--- config.mk ---
export PLATFORM = sky130hd
export DESIGN_NAME = sat_inc
export DESIGN_NICKNAME = d
export VERILOG_FILES = /design/src/rtl/seq_checker_sat_inc.sv
export SDC_FILE = /design/constraint.sdc
export NUM_CORES = 1
export LEC_CHECK = 0
export CAP_MARGIN = 20
export CORE_MARGIN = 2
export CORE_UTILIZATION = 28
export CTS_CLUSTER_SIZE = 20
export DETAILED_ROUTE_END_ITERATION = 8
export MAX_ROUTING_LAYER = met4
export PLACE_DENSITY_LB_ADDON = 0.2
export SYNTH_ARGS = -nofsm -noshare
export SYNTH_HDL_FRONTEND = slang
export SYNTH_SLANG_ARGS = --single-unit
export TNS_END_PERCENT = 20
--- constraint.sdc ---
create_clock -name clk -period 3 [get_ports clk]
set_clock_uncertainty 0.05 [all_clocks]
set_input_delay 0.45 -clock clk [delete_from_list [all_inputs] [get_ports clk]]
set_output_delay 0.45 -clock clk [all_outputs]
set_load 0.03 [all_outputs]
--- src/rtl/seq_checker_sat_inc.sv ---
// +----------------------------------------------------------------------------+
// | sat_inc : counter that increments on enable and sticks at all-ones         |
// | Revision: 1.0                                                              |
// +----------------------------------------------------------------------------+
`default_nettype none

module sat_inc #(
  parameter int unsigned WIDTH = 8
) (
  input  logic             clk,
  input  logic             rst_n,
  input  logic             clear,
  input  logic             inc,
  output logic [WIDTH-1:0] count
);

  logic [WIDTH-1:0] r_count;

  // clear wins over inc so a same-cycle clear always lands at zero
  always_ff @(posedge clk or negedge rst_n) begin
    if (!rst_n) begin
      r_count <= '0;
    end else if (clear) begin
      r_count <= '0;
    end else if (inc && (r_count != '1)) begin
      r_count <= r_count + 1'b1;
    end
  end

  assign count = r_count;

endmodule

`default_nettype wire

==> results of run 1 <==
==> layout make-up <==
cell class | count | share of cell area, %
repair buffers | 11 | 18.11
flip-flops and latches | 8 | 32.92
well taps | 16 | 3.292
inverters | 2 | 1.235
clock buffers | 3 | 3.704
multi-input cells | 37 | 40.74
==> power groups by stage <==
stage / Combinational (W) / Sequential [W] / Clock, W
floorplan: 0.0000110 / 0.000121 / 0
global placement: 0.0000288 / 0.000117 / 0
detailed placement: 0.0000287 / 0.000117 / 0
CTS: 0.0000288 / 0.000115 / 0.0000884
global route: 0.0000310 / 0.000115 / 0.0000963
finish: 0.0000281 / 0.000115 / 0.0000863
==> metrics by stage <==
stage	instances	util, %	instance area [sq um]	hold slack [ns]
final	77	39.90	608.1	0.4201
after global routing	77	39.90	608.1	0.4451
after CTS	77	39.90	608.1	0.4450
after detailed placement	74	38.42	585.6	0.5308
after global placement	74	38.42	585.6	0.5220
after floorplan	49	-	464.2	0.1044
==> layout by cell type (no fill, tap or decap) <==
cell	netlist	final
sky130_fd_sc_hd__nand3_2	1	1
sky130_fd_sc_hd__a21boi_1	1	1
sky130_fd_sc_hd__nor4_1	1	1
sky130_fd_sc_hd__or3_1	1	1
sky130_fd_sc_hd__dfrtp_1	8	8
sky130_fd_sc_hd__nor2_1	2	2
sky130_fd_sc_hd__a211oi_1	1	1
sky130_fd_sc_hd__a21oi_1	3	3
sky130_fd_sc_hd__a41oi_1	1	1
sky130_fd_sc_hd__mux2i_1	1	1
sky130_fd_sc_hd__a31oi_1	1	1
sky130_fd_sc_hd__o21ai_0	1	1
sky130_fd_sc_hd__and3_1	1	1
sky130_fd_sc_hd__nand3_1	2	2
sky130_fd_sc_hd__nor3_1	4	4
sky130_fd_sc_hd__and4_2	1	1
sky130_fd_sc_hd__nand2_1	2	2
sky130_fd_sc_hd__and4_1	1	1
sky130_fd_sc_hd__nor3b_1	1	1
sky130_fd_sc_hd__nand2b_1	3	3
sky130_fd_sc_hd__nand4_1	1	1
sky130_fd_sc_hd__ha_1	1	1
sky130_fd_sc_hd__inv_1	2	2
sky130_fd_sc_hd__mux2_2	2	2
sky130_fd_sc_hd__clkdlybuf4s50_1	0	11
sky130_fd_sc_hd__a2111oi_0	1	1
sky130_fd_sc_hd__nor2b_1	3	3
sky130_fd_sc_hd__clkbuf_4	0	3
==> layer usage <==
metal / vias to the layer above / GRT usage [%] / share of wire, %
li1: 206 / - / -
met1: 194 / 15.50 / 47
met2: 19 / 17.97 / 43
met3: 2 / 7.200 / 9.2
met4: 0 / 1.818 / 1.0
met5: - / - / 0
==> worst paths after layout <==
kind                                       from                    to  slack [ns]  depth (start not counted)
hold reg to reg            count[7]$_DFFE_PN0P_  count[7]$_DFFE_PN0P_        0.54                          2
setup reg to reg           count[0]$_DFFE_PN0P_  count[0]$_DFFE_PN0P_        1.23                          4
hold / removal                            rst_n  count[5]$_DFFE_PN0P_        0.42                          1
min in group clk           count[7]$_DFFE_PN0P_  count[7]$_DFFE_PN0P_        0.54                          2
max in group asynchronous                 rst_n  count[3]$_DFFE_PN0P_        2.21                          1
setup / recovery           count[2]$_DFFE_PN0P_              count[2]        1.06                          1
==> kinds of logic after synthesis <==
family,count (synthesis)
buf+inv,4
compound gates,9
simple gates,24
fa+ha+maj,1
mux,3
flops,8
==> insert_results.sql, run 1 <==
INSERT INTO impl_metrics (metric_group, metric, value, unit) VALUES
('outcome', 'status', 'finished clean', ''),
('critical_path', 'slowest_stage', 'sky130_fd_sc_hd__clkdlybuf4s50_1', ''),
('cts', 'hold_buffers', '0', ''),
('grt', 'grt_pass1_wl', '1669', 'microns'),
('power', 'power.net_switching', '0.00005954', 'W'),
('logic_synthesis', 'synth_largest_area_cell', 'sky130_fd_sc_hd__dfrtp_1', ''),
('logic_synthesis', 'ys_types', '28', ''),
('cts', 'insertion_delay', '0.26', 'ns'),
('die', 'core-area', '1524', 'sq um'),
('critical_path', 'worstPathRequired', '2.50', 'ns'),
('logic_synthesis', 'synth.avg_cell_area', '9.473', 'sq um'),
('power', 'share_clk_of_total_power', '37.7', '%'),
('cells_and_area', 'register_area', '200.2', 'sq um'),
('critical_path', 'crit_arrival', '1.44', 'ns'),
('cts', 'post-cts-setup-buffer-count', '0', ''),
('power', 'report.power.total', '0.0002290', 'W'),
('power', 'p_leak', '0.2385', 'nW'),
('logic_synthesis', 'dominant_combinational_cell_family_by_area_after_synthesis', 'simple AND/OR/NAND/NOR gates', ''),
('placed_design', 'place_congestion', '0.8005', ''),
('logic_synthesis', 'synthMostInstantiatedCell', 'sky130_fd_sc_hd__dfrtp_1', ''),
('cts', 'worst_setup_hold_path_clk_slew', '0.06', 'ns'),
('sta', 'hold_violations', '0', ''),
('logic_synthesis', 'multiplexer_area_fraction_after_synthesis', '7.008', '%'),
('cts', 'clock_path_buffers', '2', ''),
('die', 'num_rows', '14', ''),
('detailed_routing', 'route.final.wire_length', '995', 'microns'),
('logic_synthesis', 'synth_area_in_adders', '2.695', '%'),
('run', 'maxCapViolCount', '0', ''),
('logic_synthesis', 'compound_cell_area_share_of_the_yosys_netlist', '12.67', '%'),
('cells_and_area', 'flow.area_growth_from_synthesis', '31.00', '%'),
('logic_synthesis', 'synthArstFlopShare', '100.0', '%'),
('logic_synthesis', 'syn-cell-area', '464.2', 'sq um'),
('cells_and_area', 'antenna_cells', '0', ''),
('detailed_routing', 'detailedRoute.firstPassIterationCount', '4', ''),
('critical_path', 'worst-path-buf-inv', '1', ''),
('power', 'ir_worst_vdd', '0.0002310', 'V'),
('detailed_routing', 'number_of_remaining_drc_errors', '0', ''),
('detailed_routing', 'routed_wire_length_per_instance', '12.92', 'microns'),
('critical_path', 'critical-path-max-stage-delay', '0.72', 'ns'),
('cts', 'ctsHtreeMaxLevel', '1', ''),
('placed_design', 'dpl_worst_slack', '1.029', 'ns'),
('cells_and_area', 'num-nets-final', '68', ''),
('critical_path', 'critical_path.endpoint_type', 'primary output', ''),
('die', 'chipHeight', '44.72', 'microns'),
('sta', 'tns', '0', 'ns'),
('die', 'die_area', '1999', 'sq um'),
('cts', 'resized_gates_after_cts', '0', ''),
('power', 'p_sw_share', '26.00', '%'),
('logic_synthesis', 'ys_top_cells_by_count', 'sky130_fd_sc_hd__dfrtp_1, sky130_fd_sc_hd__nor3_1, sky130_fd_sc_hd__a21oi_1, sky130_fd_sc_hd__nand2b_1, sky130_fd_sc_hd__nor2b_1', ''),
('critical_path', 'worst-setup-path-type', 'flop to primary output', ''),
('logic_synthesis', 'synth.top_cell.area_share', '43.13', '%'),
('hold_path', 'worst_hold_path_type', 'input pin to async pin', ''),
('sta', 'setup_viol_count_final', '0', ''),
('power', 'share_of_power_burned_in_registers', '50.1', '%'),
('detailed_routing', 'via_per_inst', '5.468', ''),
('critical_path', 'path_cells', 'clkdlybuf4s50_1', ''),
('critical_path', 'critPathMaxFanout', '7', ''),
('power', 'pwr-share-comb', '12.3', '%'),
('cells_and_area', 'final_layout_size_suffix_gt1_share', '11.48', '%'),
('cts', 'cts-root-buf', 'sky130_fd_sc_hd__clkbuf_4', ''),
('logic_synthesis', 'postSynthNetCount', '54', ''),
('logic_synthesis', 'yosys_most_used_dff', 'sky130_fd_sc_hd__dfrtp_1', ''),
('grt', 'grt_util_all_layers', '12.50', '%'),
('die', 'ioPinCount', '12', ''),
('power', 'power_report.internal_total', '0.0001695', 'W'),
('critical_path', 'critical_path.top_delay_family', 'buffers and inverters', ''),
('sta', 'timing_max_transition_violations_final', '0', ''),
('placed_design', 'detailed_place_hpwl', '720.6', 'microns'),
('die', 'die_width', '44.72', 'microns'),
('detailed_routing', 'detail_route.iter0.violations', '8', ''),
('sta', 'unrepaired_setup_endpoints_after_global_routing', 'no', '');
(Power assumes the default switching activity.)
==> run 2: changes to the inputs <==
Clock period 3 ns to 1.6 ns, I/O delays scaled along.
==> run 2 against run 1 <==
Highest routed layer is now met3. Die area did not move. Clock power rose by 110%. Sequential power rose by 89%. Routed wire length rose by 6.3%. Worst hold slack got worse by 0.22 ns. Critical path depth rose by 3. Largest power group unchanged. First-iteration DRC count fell by 25%. Setup slack got worse by 0.95 ns. Utilization rose by 3.4 points. Final cell count rose by 7.8%. Register-to-register slack got worse by 1.1 ns. Combinational power rose by 110%.
==> insert_results.sql, run 2 (same netlist as run 1, synthesis figures left out) <==
INSERT INTO impl_metrics (metric_group, metric, value, unit) VALUES
('critical_path', 'regToRegEndpoint', 'count[0]$_DFFE_PN0P_', ''),
('cts', 'cts-root-buf', 'sky130_fd_sc_hd__clkbuf_4', ''),
('die', 'die_area', '1999', 'sq um'),
('detailed_routing', 'detail_route.iter0.violations', '6', ''),
('sta', 'achievable-frequency', '670.0', 'MHz'),
('grt', 'initial_antenna_violation_count', '0', ''),
('cells_and_area', 'final_common_cell', 'sky130_fd_sc_hd__dlygate4sd2_1', ''),
('critical_path', 'setup.reg_to_reg.worst_slack', '0.11', 'ns'),
('detailed_routing', 'route.final.wire_length', '1058', 'microns'),
('detailed_routing', 'via_per_inst', '5.000', ''),
('die', 'die_width', '44.72', 'microns'),
('cts', 'clock_path_buffers', '2', ''),
('critical_path', 'crit_arrival', '1.59', 'ns'),
('critical_path', 'crit_cells', '4', ''),
('critical_path', 'critical_path.reg2reg.startpoint', 'count[0]$_DFFE_PN0P_', ''),
('cts', 'tritoncts_clock_tree', 'built', ''),
('cells_and_area', 'final_layout_size_suffix_gt1_share', '23.88', '%'),
('critical_path', 'worst_setup_path_endpoint', 'count[0]$_DFFE_PN0P_', ''),
('sta', 'hold_violations', '0', ''),
('sta', 'unrepaired_setup_endpoints_after_global_routing', 'no', ''),
('cells_and_area', 'mostFrequentLayoutCells', 'sky130_fd_sc_hd__dlygate4sd2_1, sky130_fd_sc_hd__dfrtp_1, sky130_fd_sc_hd__buf_4', ''),
('detailed_routing', 'routed_wire_length_per_instance', '12.75', 'microns'),
('cells_and_area', 'finish.instance_area', '659.4', 'sq um'),
('placed_design', 'placement.io_buffers', '11', ''),
('die', 'core-area', '1524', 'sq um'),
('grt', 'grt_remaining_overflow', '0', ''),
('placed_design', 'place_congestion', '0.7266', ''),
('critical_path', 'worst_reg2reg_path_depth', '4', ''),
('grt', 'first_global_vias', '422', ''),
('sta', 'finalCritPeriodShare', '93.29', '%'),
('die', 'chipHeight', '44.72', 'microns'),
('critical_path', 'critical-path-max-stage-delay', '0.46', 'ns'),
('sta', 'timing.final.ws_setup', '0.1074', 'ns'),
('cts', 'insertion_delay', '0.26', 'ns'),
('cells_and_area', 'max_ffs_per_register', '8', ''),
('critical_path', 'startpoint', 'count[0]$_DFFE_PN0P_', ''),
('die', 'initial_utilization', '30.46', '%'),
('sta', 'min_period', '1.493', 'ns'),
('cts', 'ctsHtreeMaxLevel', '1', ''),
('critical_path', 'worst-setup-path-type', 'flop to flop', ''),
('cts', 'inserted_clock_buffers', '3', ''),
('run', 'maxCapViolCount', '0', ''),
('sta', 'timing_max_transition_violations_final', '0', ''),
('critical_path', 'critPathMaxFanout', '6', ''),
('critical_path', 'worst-path-buf-inv', '0', ''),
('cts', 'clock_sinks', '8', ''),
('grt', 'largest_net_degree_at_the_start_of_global_routing', '9', ''),
('cells_and_area', 'layout.core_utilization', '43.27', '%'),
('power', 'report.power.total', '0.0004605', 'W'),
('sta', 'max-slew-margin-rel', '75.66', '%'),
('detailed_routing', 'number_of_remaining_drc_errors', '0', ''),
('critical_path', 'worstPathRequired', '1.70', 'ns'),
('cells_and_area', 'num-nets-final', '73', ''),
('detailed_routing', 'total_via_count_in_the_routed_design', '415', ''),
('power', 'p_leak', '0.2972', 'nW'),
('power', 'ir_worst_vdd', '0.0002828', 'V'),
('detailed_routing', 'ant_nets', '0', ''),
('cts', 'worst_setup_hold_path_clk_slew', '0.07', 'ns'),
('cells_and_area', 'antenna_cells', '0', ''),
('sta', 'tns', '0', 'ns'),
('placed_design', 'placed_cell_area', '643.1', 'sq um'),
('power', 'powerDensity', '698.4', 'nW/um^2'),
('critical_path', 'nature_of_the_critical_path_startpoint', 'flop', ''),
('sta', 'worst_slew_pin_slew', '0.3558', 'ns'),
('die', 'num_rows', '14', ''),
('placed_design', 'dpl_worst_slack', '-0.07283', 'ns'),
('detailed_routing', 'detailedRoute.firstPassIterationCount', '4', ''),
('placed_design', 'detailed_place_hpwl', '790.4', 'microns'),
('hold_path', 'worst_hold_path_type', 'input pin to async pin', ''),
('outcome', 'status', 'finished clean', ''),
('grt', 'grt_util_all_layers', '13.25', '%'),
('sta', 'setup_viol_count_final', '0', ''),
('critical_path', 'critical_path.endpoint_type', 'flop', ''),
('grt', 'grt_pass1_wl', '1821', 'microns'),
('critical_path', 'path_cells', 'ha_4 -> and4_4 -> a21boi_2 -> mux2_2', ''),
('critical_path', 'critical_path.top_delay_family', 'flip-flops', ''),
('die', 'ioPinCount', '12', ''),
('critical_path', 'slowest_stage', 'sky130_fd_sc_hd__dfrtp_2', ''),
('cells_and_area', 'flow.area_growth_from_synthesis', '42.05', '%');
==> run 2: layout make-up <==
cell class | instances | area (sq um)
repair buffers | 16 | 137.6
flip-flops and latches | 8 | 202.7
fillers | 162 | 864.6
inverters | 2 | 7.507
multi-input cells | 37 | 265.3
clock buffers | 4 | 26.28
well taps | 16 | 20.02
==> run 2: timing repair <==
action	4_1_cts	5_1_grt
endpoints found under the setup margin	8	0
endpoints found under the hold margin	0	0
hold buffers	0	0
gates resized for setup	8	0
setup buffers	0	0
==> run 2: through the flow <==
stage	std cells	hold slack [ns]
2_1_floorplan	49	-0.1056
3_3_place_gp	79	0.5041
3_5_place_dp	79	0.5027
4_1_cts	83	0.2144
5_1_grt	83	0.2283
6_report	83	0.2036
==> run 2: worst min path at each step <==
stage / endpoint / start / slack, ns
after global placement: count[7]$_DFFE_PN0P_ / rst_n / 0.50
after detailed placement: count[7]$_DFFE_PN0P_ / rst_n / 0.50
after global routing: count[7]$_DFFE_PN0P_ / rst_n / 0.23
final: count[7]$_DFFE_PN0P_ / rst_n / 0.20
after floorplan: count[0]$_DFFE_PN0P_ / rst_n / -0.11
after CTS: count[7]$_DFFE_PN0P_ / rst_n / 0.21
==> run 2: worst register-to-register path, cell delays in order (launching register included) <==
cell and delay, ns:
sky130_fd_sc_hd__dfrtp_2 0.46, sky130_fd_sc_hd__ha_4 0.17, sky130_fd_sc_hd__and4_4 0.19, sky130_fd_sc_hd__a21boi_2 0.17, sky130_fd_sc_hd__mux2_2 0.34
==> run 2: power breakdown <==
part / switching, W / leakage, nW / total, W / internal, W
clock: 0.0000870 / 0.0150 / 0.000183 / 0.0000964
combinational: 0.0000304 / 0.175 / 0.0000597 / 0.0000293
sequential: 0.00000951 / 0.107 / 0.000217 / 0.000208
==> run 2: routing by layer <==
metal	GRT usage, %	vias up	part of all wire [%]
li1	-	218	-
met1	15.42	187	47
met2	20.29	10	46
met3	4.000	0	6.0
met4	7.273	0	0
met5	-	-	0
